## config.mk

```make
export PLATFORM = sky130hd
export DESIGN_NAME = fetch_stage_flat
export DESIGN_NICKNAME = d
export VERILOG_FILES = /design/src/rtl/fetch_stage_if.sv /design/src/rtl/fetch_stage.sv /design/src/flat_wrapper.sv
export SDC_FILE = /design/constraint.sdc
export NUM_CORES = 1
export LEC_CHECK = 0
export ABC_AREA = 1
export CORE_MARGIN = 2
export CORE_UTILIZATION = 30
export DETAILED_ROUTE_END_ITERATION = 6
export GPL_TIMING_DRIVEN = 0
export SLEW_MARGIN = 20
export SYNTH_ARGS = -nofsm -noshare
export SYNTH_HDL_FRONTEND = slang
export SYNTH_SLANG_ARGS = --single-unit
export TNS_END_PERCENT = 10
```

## constraint.sdc

```tcl
create_clock -name clock -period 1.5 [get_ports clock]
set_clock_uncertainty 0.15 [all_clocks]
set_input_delay 0.375 -clock clock [delete_from_list [all_inputs] [get_ports clock]]
set_output_delay 0.375 -clock clock [all_outputs]
set_load 0.02 [all_outputs]
```

## src/rtl/fetch_stage_if.sv

```systemverilog
// fetch_stage_if: control, imem and F/D latch signals between fetch and its neighbours
interface fetch_stage_if #(parameter int PC_W = 12);
  logic stall;
  logic redirect;
  logic [PC_W-1:0] redirect_pc;
  logic [31:0] q_imem;
  logic [PC_W-1:0] address_imem;
  logic [31:0] fd_insn;
  logic [PC_W-1:0] fd_pc;
  logic [PC_W-1:0] fd_pc_plus1;
  logic fd_valid;
  modport master (
    input stall, redirect, redirect_pc, q_imem,
    output address_imem, fd_insn, fd_pc, fd_pc_plus1, fd_valid
  );
  modport slave (
    output stall, redirect, redirect_pc, q_imem,
    input address_imem, fd_insn, fd_pc, fd_pc_plus1, fd_valid
  );
endinterface

```

## src/rtl/fetch_stage.sv

```systemverilog
// fetch_stage: PC owner and F/D latch with zero-bubble j/jal pre-decode; FETCH_PERF_EN adds perf counters
module fetch_stage #(
  parameter int PC_W = 12,
  parameter logic [PC_W-1:0] RESET_PC = '0
) (
  input logic clock,
  input logic reset,
  fetch_stage_if.master bus
`ifdef FETCH_PERF_EN
  ,
  output logic [31:0] perf_fetched,
  output logic [31:0] perf_flushed
`endif
);
  logic [PC_W-1:0] pc;
  logic [PC_W-1:0] pc_plus1;
  logic [PC_W-1:0] next_pc;
  logic early_jump;
  always_comb begin
    pc_plus1 = pc + PC_W'(1);
    early_jump = bus.q_imem[31:27] == 5'b00001 || bus.q_imem[31:27] == 5'b00011;
    next_pc = early_jump ? bus.q_imem[PC_W-1:0] : pc_plus1;
  end
  assign bus.address_imem = pc;
  always_ff @(posedge clock) begin
    if (reset || bus.redirect) begin
      pc <= reset ? RESET_PC : bus.redirect_pc;
      bus.fd_insn <= '0;
      bus.fd_pc <= '0;
      bus.fd_pc_plus1 <= '0;
      bus.fd_valid <= 1'b0;
    end else if (!bus.stall) begin
      pc <= next_pc;
      bus.fd_insn <= bus.q_imem;
      bus.fd_pc <= pc;
      bus.fd_pc_plus1 <= pc_plus1;
      bus.fd_valid <= 1'b1;
    end
  end
`ifdef FETCH_PERF_EN
  always_ff @(posedge clock) begin
    if (reset) begin
      perf_fetched <= '0;
      perf_flushed <= '0;
    end else begin
      if (!bus.redirect && !bus.stall && !(&perf_fetched)) perf_fetched <= perf_fetched + 32'd1;
      if (bus.redirect && !(&perf_flushed)) perf_flushed <= perf_flushed + 32'd1;
    end
  end
`endif
endmodule

```

## src/flat_wrapper.sv

```systemverilog
// flat-port wrapper written by rule: the top's interface ports become plain ports
module fetch_stage_flat 
#(
  parameter int PC_W = 12,
  parameter logic [PC_W-1:0] RESET_PC = '0
)
  (clock, reset, bus_stall, bus_redirect, bus_redirect_pc, bus_q_imem, bus_address_imem, bus_fd_insn, bus_fd_pc, bus_fd_pc_plus1, bus_fd_valid);
  fetch_stage_if #(.PC_W(PC_W)) bus_i ();
  input logic clock;
  input logic reset;
  input wire logic [$bits(bus_i.stall)-1:0] bus_stall;
  input wire logic [$bits(bus_i.redirect)-1:0] bus_redirect;
  input wire logic [$bits(bus_i.redirect_pc)-1:0] bus_redirect_pc;
  input wire logic [$bits(bus_i.q_imem)-1:0] bus_q_imem;
  output wire logic [$bits(bus_i.address_imem)-1:0] bus_address_imem;
  output wire logic [$bits(bus_i.fd_insn)-1:0] bus_fd_insn;
  output wire logic [$bits(bus_i.fd_pc)-1:0] bus_fd_pc;
  output wire logic [$bits(bus_i.fd_pc_plus1)-1:0] bus_fd_pc_plus1;
  output wire logic [$bits(bus_i.fd_valid)-1:0] bus_fd_valid;
  assign bus_i.stall = bus_stall;
  assign bus_i.redirect = bus_redirect;
  assign bus_i.redirect_pc = bus_redirect_pc;
  assign bus_i.q_imem = bus_q_imem;
  assign bus_address_imem = bus_i.address_imem;
  assign bus_fd_insn = bus_i.fd_insn;
  assign bus_fd_pc = bus_i.fd_pc;
  assign bus_fd_pc_plus1 = bus_i.fd_pc_plus1;
  assign bus_fd_valid = bus_i.fd_valid;
  fetch_stage #(.PC_W(PC_W), .RESET_PC(RESET_PC)) u_core (.clock(clock), .reset(reset), .bus(bus_i));
endmodule
```

==> flow_metrics.env, run 1 <==
export IMPL_synth_most_common_cell="nand2_1"
export IMPL_cts_made_buffers=9
export IMPL_status="finished, violations left"
export IMPL_setup_viol=16
export IMPL_synthesis_area_sq_mm=0.002669
export IMPL_synth_edff_count=12
export IMPL_yosysTopAreaCell="dfxtp_1"
export IMPL_tns_ps=-753.8
export IMPL_grt_total_usage_pct=16.04
export IMPL_cts_root_buf="clkbuf_8"
export IMPL_final_nets=479
export IMPL_die_area_sq_mm=0.009667
export IMPL_portBuffers=116
export IMPL_grt_pass1_vias=2498
export IMPL_p_leak_nw=1.923
export IMPL_use_met3_pct=4.152
export IMPL_synth_cells=290
export IMPL_cts_tree="done"
export IMPL_timing_fmax_ghz=0.6060
export IMPL_rows=34
export IMPL_insertion_delay_ps=340
export IMPL_drtIter0Drc=74
export IMPL_total_power_mw=4.115
export IMPL_final_core_util_pct=49.47
export IMPL_n_antenna_cell=0
export IMPL_synth_top_cell_area_share_pct=42.76
export IMPL_arrival_ps=1130
export IMPL_drv_slew=0
export IMPL_worst_ep_required_time_ps=970
export IMPL_peakVddDrop_mv=0.4168
export IMPL_start_util_pct=30.75
export IMPL_powerDensity_mw_per_mm2=958.5
export IMPL_vias_per_cell=4.613
export IMPL_start_kind="flip-flop"
export IMPL_seq_area_frac_synth_pct=56.26
export IMPL_synth_seq_cells=69
export IMPL_ys_async_sr_fraction_pct=0
export IMPL_timing_final_crit_share_pct=110.0
export IMPL_syn_mean_instance_area_sq_um=9.203
export IMPL_synth_area_leaders="dfxtp_1 43%, edfxtp_1 14%, a22o_1 12%"
export IMPL_gp_congestion=0.8058
export IMPL_grt_ovfl_total=0
export IMPL_firstDrtPassIters=4
export IMPL_antenna_found_initial=0
export IMPL_hp_class="input pin to flip-flop"
export IMPL_wl_per_cell_microns=14.34
export IMPL_max_cap_violations=0
export IMPL_hold_slack_ps=174.8
export IMPL_rsz0062_at_grt="true"
export IMPL_place_area_sq_mm=0.003970
export IMPL_design_area_sq_mm=0.004293
export IMPL_die_h_microns=98.32
export IMPL_tightest_slew_ps=303.6
export IMPL_timing_hold_violations_final=0
export IMPL_place_hpwl_microns=5874
export IMPL_slew_headroom_pct=79.62
export IMPL_grt_pass1_wl_microns=12260
export IMPL_cp_max_fo=3
export IMPL_cts_sinks=69
export IMPL_synth_flop_cell="dfxtp_1"
export IMPL_num_vias=2500
export IMPL_fin_ws_ps=-150.1
export IMPL_drc_errors=0
export IMPL_period_minus_slack_ps=1650
export IMPL_clk_pin_slew_ps=70
export IMPL_grt_most_used_layer="met2"
export IMPL_area_growth_pct=60.85
export IMPL_crit_path_end_kind="primary output"
export IMPL_yosys_top_cells_count="71 x nand2_1, 57 x dfxtp_1, 36 x a22o_1, 33 x o21ai_0, 20 x inv_1"
export IMPL_met1_usage_pct=21.22
export IMPL_failed_checks="setup timing"
export IMPL_coreArea_sq_mm=0.008678
export IMPL_hold_buffers=0
export IMPL_ys_types=23
export IMPL_syn_nets=339
export IMPL_die_w_microns=98.32
export IMPL_grt_max_degree=14
export IMPL_htreeDepth=3
export IMPL_path_class="flip-flop to primary output"
export IMPL_grtUsageMet2_pct=25.12
export IMPL_routed_wl_microns=7770
export IMPL_drive_above_1_share_pct=31.11
export IMPL_ant_nets=0
export IMPL_yosys_warnings=0
export IMPL_pin_count=117
export IMPL_cts_path_max_buffers=2
[cell usage in the layout, fill, tap and decap left out, types with 2 or more instances in the layout]
master / Yosys / final
nor2_1: 18 / 14
buf_8: 0 / 2
dfxtp_1: 57 / 57
dlymetal6s2s_1: 0 / 2
clkbuf_2: 1 / 2
clkbuf_8: 0 / 12
edfxtp_1: 12 / 12
inv_2: 3 / 4
a22o_1: 36 / 36
clkdlybuf4s15_2: 0 / 30
xor2_1: 4 / 2
a21oi_1: 2 / 2
clkdlybuf4s50_1: 0 / 41
nor2_4: 2 / 5
a31oi_1: 2 / 2
nand3_1: 11 / 8
o21ai_0: 33 / 25
xor2_2: 0 / 2
nand2_1: 71 / 64
dlygate4sd2_1: 0 / 3
nor2_2: 1 / 2
buf_2: 3 / 38
nand3_4: 0 / 2
clkbuf_1: 3 / 2
buf_4: 5 / 15
buf_6: 2 / 7
nand2_2: 1 / 5
nand2_4: 0 / 2
o21ai_1: 0 / 8
inv_1: 20 / 18
[power by group]
group	switching (mW)	internal [mW]
Sequential	0.0616	1.97
Clock	0.659	0.726
Combinational	0.360	0.335
Total	1.08	3.03
[per-stage QoR]
stage,setup slack (ps),std cells
floorplan,-163.1,290
global placement,-779.6,514
detailed placement,-815.2,514
CTS,-133.8,535
global route,-190.5,542
finish,-150.1,542
[critical path, stage by stage (launching register included)]
cell and delay [ps]:
edfxtp_1 460, buf_4 170, buf_2 150
[flip-flops by register name (all words and copies together) (netlist names)]
signal / count
u_core.bus.address_imem: 12
u_core.bus.fd_pc: 12
u_core.bus.fd_valid: 1
u_core.bus.fd_pc_plus1: 12
u_core.bus.fd_insn: 32
[layout make-up]
| type | instances | area (sq um) |
|---|---|---|
| Sequential cell | 69 | 1501 |
| Clock buffer | 14 | 172.7 |
| Tap cell | 108 | 135.1 |
| Buffer | 14 | 121.4 |
| Fill cell | 883 | 4385 |
| Inverter | 23 | 88.84 |
| Timing Repair Buffer | 129 | 1155 |
| Multi-Input combinational cell | 184 | 1114 |
| Clock inverter | 1 | 5.005 |
[path summary, 6_finish.rpt]
check                             startpoint                          to  slack [ps]  depth (start not counted)
setup / recovery  u_core.bus.address_imem[1]         bus_address_imem[1]        -150                          2
hold / removal                bus_q_imem[29]      u_core.bus.fd_insn[29]         170                          2
setup reg to reg  u_core.bus.address_imem[1]  u_core.bus.address_imem[2]         -90                          5
hold reg to reg    u_core.bus.fd_pc_plus1[4]   u_core.bus.fd_pc_plus1[4]         300                          2
[cell families (layout without fill, tap and decap cells)]
| group | Yosys count | count (layout) | share of synthesized area [%] |
|---|---|---|---|
| AO/OA/AOI/OAI | 73 | 73 | 18.85 |
| XOR/XNOR | 5 | 5 | 1.641 |
| adder cells (fa/ha/maj) | 1 | 1 | 0.4687 |
| buffers and inverters | 37 | 181 | 6.657 |
| flip-flops | 69 | 69 | 56.26 |
| AND/OR/NAND/NOR | 105 | 105 | 16.13 |
[layer usage]
layer / vias up / part of all wire, %
met3: 10 / 5.9
met4: 0 / 1.5
li1: 1260 / -
met1: 1163 / 46
met5: - / 0
met2: 67 / 46
[timing repair]
action	CTS	global route
endpoints found under the setup margin	147	64
gates resized for setup	251	56
gates cloned	0	1
setup buffers	6	6
pin swaps	7	10
Power figures use the tool's default switching activity.
==> run 2: changes to the inputs <==
--- a/config.mk
+++ b/config.mk
@@ -9,7 +9,9 @@
 export CORE_MARGIN = 2
 export CORE_UTILIZATION = 30
 export DETAILED_ROUTE_END_ITERATION = 6
+export GPL_ROUTABILITY_DRIVEN = 0
 export GPL_TIMING_DRIVEN = 0
+export SETUP_SLACK_MARGIN = 0.2
 export SLEW_MARGIN = 20
 export SYNTH_ARGS = -nofsm -noshare
 export SYNTH_HDL_FRONTEND = slang
==> flow_metrics.env, run 2 (synthesis gave the netlist of run 1 again) <==
export IMPL_final_core_util_pct=54.41
export IMPL_die_w_microns=98.32
export IMPL_cts_tree="done"
export IMPL_area_growth_pct=76.93
export IMPL_die_area_sq_mm=0.009667
export IMPL_rows=34
export IMPL_start_util_pct=30.75
export IMPL_hold_path_end="u_core.bus.fd_insn[29]"
export IMPL_grt_total_usage_pct=16.78
export IMPL_tightest_slew_ps=281.5
export IMPL_cp_max_fo=4
export IMPL_p_leak_nw=2.120
export IMPL_drc_errors=0
export IMPL_cts_made_buffers=9
export IMPL_largest_register_ffs=32
export IMPL_hold_buffers=0
export IMPL_ant_nets=0
export IMPL_coreArea_sq_mm=0.008678
export IMPL_portBuffers=116
export IMPL_design_area_sq_mm=0.004722
export IMPL_worst_ep_required_time_ps=970
export IMPL_crit_path_end_kind="primary output"
export IMPL_nFillCells=799
export IMPL_max_cap_violations=0
export IMPL_hp_class="input pin to flip-flop"
export IMPL_largest_register="u_core.bus.fd_insn"
export IMPL_n_antenna_cell=0
export IMPL_place_area_sq_mm=0.003975
export IMPL_multi_input_area_sq_mm=0.001122
export IMPL_grt_max_degree=14
export IMPL_place_hpwl_microns=5857
export IMPL_fin_ws_ps=-108.2
export IMPL_clk_pin_slew_ps=70
export IMPL_routed_wl_microns=8369
export IMPL_rrSetupSlack_ps=-100
export IMPL_timing_final_crit_share_pct=107.2
export IMPL_hold_depth=2
export IMPL_vias_per_cell=4.661
export IMPL_status="finished, violations left"
export IMPL_start_kind="flip-flop"
export IMPL_drtIter0Drc=78
export IMPL_timing_fmax_ghz=0.6218
export IMPL_pin_count=117
export IMPL_firstDrtPassIters=4
export IMPL_timing_hold_violations_final=0
export IMPL_grt_pass1_vias=2592
export IMPL_setup_viol=16
export IMPL_die_h_microns=98.32
export IMPL_final_common_cell="buf_6"
export IMPL_stdcell_count=555
export IMPL_tns_ps=-962.6
export IMPL_drv_slew=0
export IMPL_r2r_start="u_core.bus.address_imem[1]"
export IMPL_wl_per_cell_microns=15.08
export IMPL_peakVddDrop_mv=0.5202
export IMPL_arrival_ps=1080
export IMPL_final_cell_mix="72 x buf_6, 67 x nand2_1, 57 x dfxtp_2"
export IMPL_path_class="flip-flop to primary output"
export IMPL_cts_path_max_buffers=2
export IMPL_dp_cells=514
export IMPL_final_nets=491
export IMPL_antenna_found_initial=0
export IMPL_htreeDepth=3
export IMPL_hp_start="bus_q_imem[29]"
export IMPL_num_vias=2587
export IMPL_grt_pass1_wl_microns=12850
export IMPL_r2r_end="u_core.bus.address_imem[5]"
export IMPL_drive_above_1_share_pct=47.43
export IMPL_insertion_delay_ps=340
export IMPL_period_minus_slack_ps=1608
export IMPL_grt_ovfl_total=0
export IMPL_regArea_sq_mm=0.001573
export IMPL_powerDensity_mw_per_mm2=932.8
export IMPL_cts_root_buf="clkbuf_8"
export IMPL_cts_sinks=69
export IMPL_rsz0062_at_grt="true"
export IMPL_failed_checks="setup timing"
export IMPL_rr_worst_depth=7
export IMPL_slew_headroom_pct=81.10
[run 2: cell types whose count changed in the layout (fill, tap and decap cells not counted), sizes merged]
cell	delta
clkbuf	-3
dlygate4sd2	-3
clkinv	+3
clkdlybuf4s50	-1
clkdlybuf4s15	-29
inv	+1
bufinv	+1
buf	+41
dlymetal6s2s	+2
clkinvlp	+1
[run 2: metal layers]
metal  part of all wire (%)  wire [microns]  GRT usage (%)  up-vias
met5                      0               0              0        -
met1                     44            3655          22.07     1202
li1                       -               -              -     1291
met4                    1.9             158          6.112        0
met3                    6.0             505          4.009       12
met2                     48            4051          26.95       82
[run 2: power breakdown]
| part | internal (mW) | switching, mW |
|---|---|---|
| registers | 1.98 | 0.0671 |
| logic | 0.433 | 0.398 |
| clock network | 0.774 | 0.753 |
| total | 3.19 | 1.22 |
[run 2: worst max-delay path by stage]
stage | start | to | slack, ps | cells past startpoint
after floorplan | u_core.bus.address_imem[1] | u_core.bus.address_imem[6] | -160 | 7
after global placement | bus_redirect | u_core.bus.fd_insn[6] | -780 | 6
after detailed placement | bus_redirect | u_core.bus.fd_insn[9] | -840 | 6
after CTS | u_core.bus.address_imem[0] | u_core.bus.address_imem[6] | -70 | 7
after global routing | u_core.bus.address_imem[1] | u_core.bus.address_imem[5] | -210 | 7
final | u_core.bus.address_imem[1] | bus_address_imem[1] | -110 | 2
[run 2: worst max-delay path: stages (launching register included)]
cell and delay (ps):
edfxtp_1 460, buf_6 170, buf_6 120
[run 2: what timing repair did]
action | CTS | global route
setup buffers | 15 | 8
gates resized for setup | 495 | 48
gates cloned | 0 | 2
pin swaps | 8 | 15
endpoints found under the setup margin | 148 | 121
[run 2: final cells by class]
class	count	share of cell area, %
buffer	14	2.915
clock buffer	9	2.623
clock inverter	7	1.590
inverter	23	2.040
multi-input combinational	184	23.77
sequential	69	33.31
tap	108	2.862
timing repair buffer	141	30.90
[run 2: per-stage QoR]
step / hold WS, ps / total power, mW / worst slack, ps
detailed placement: 293.1 / 2.732 / -836.2
floorplan: 346.5 / 2.360 / -163.1
global placement: 289.4 / 2.728 / -781.4
CTS: 310.0 / 4.345 / -68.32
finish: 160.5 / 4.405 / -108.2
global route: 156.4 / 4.584 / -213.3
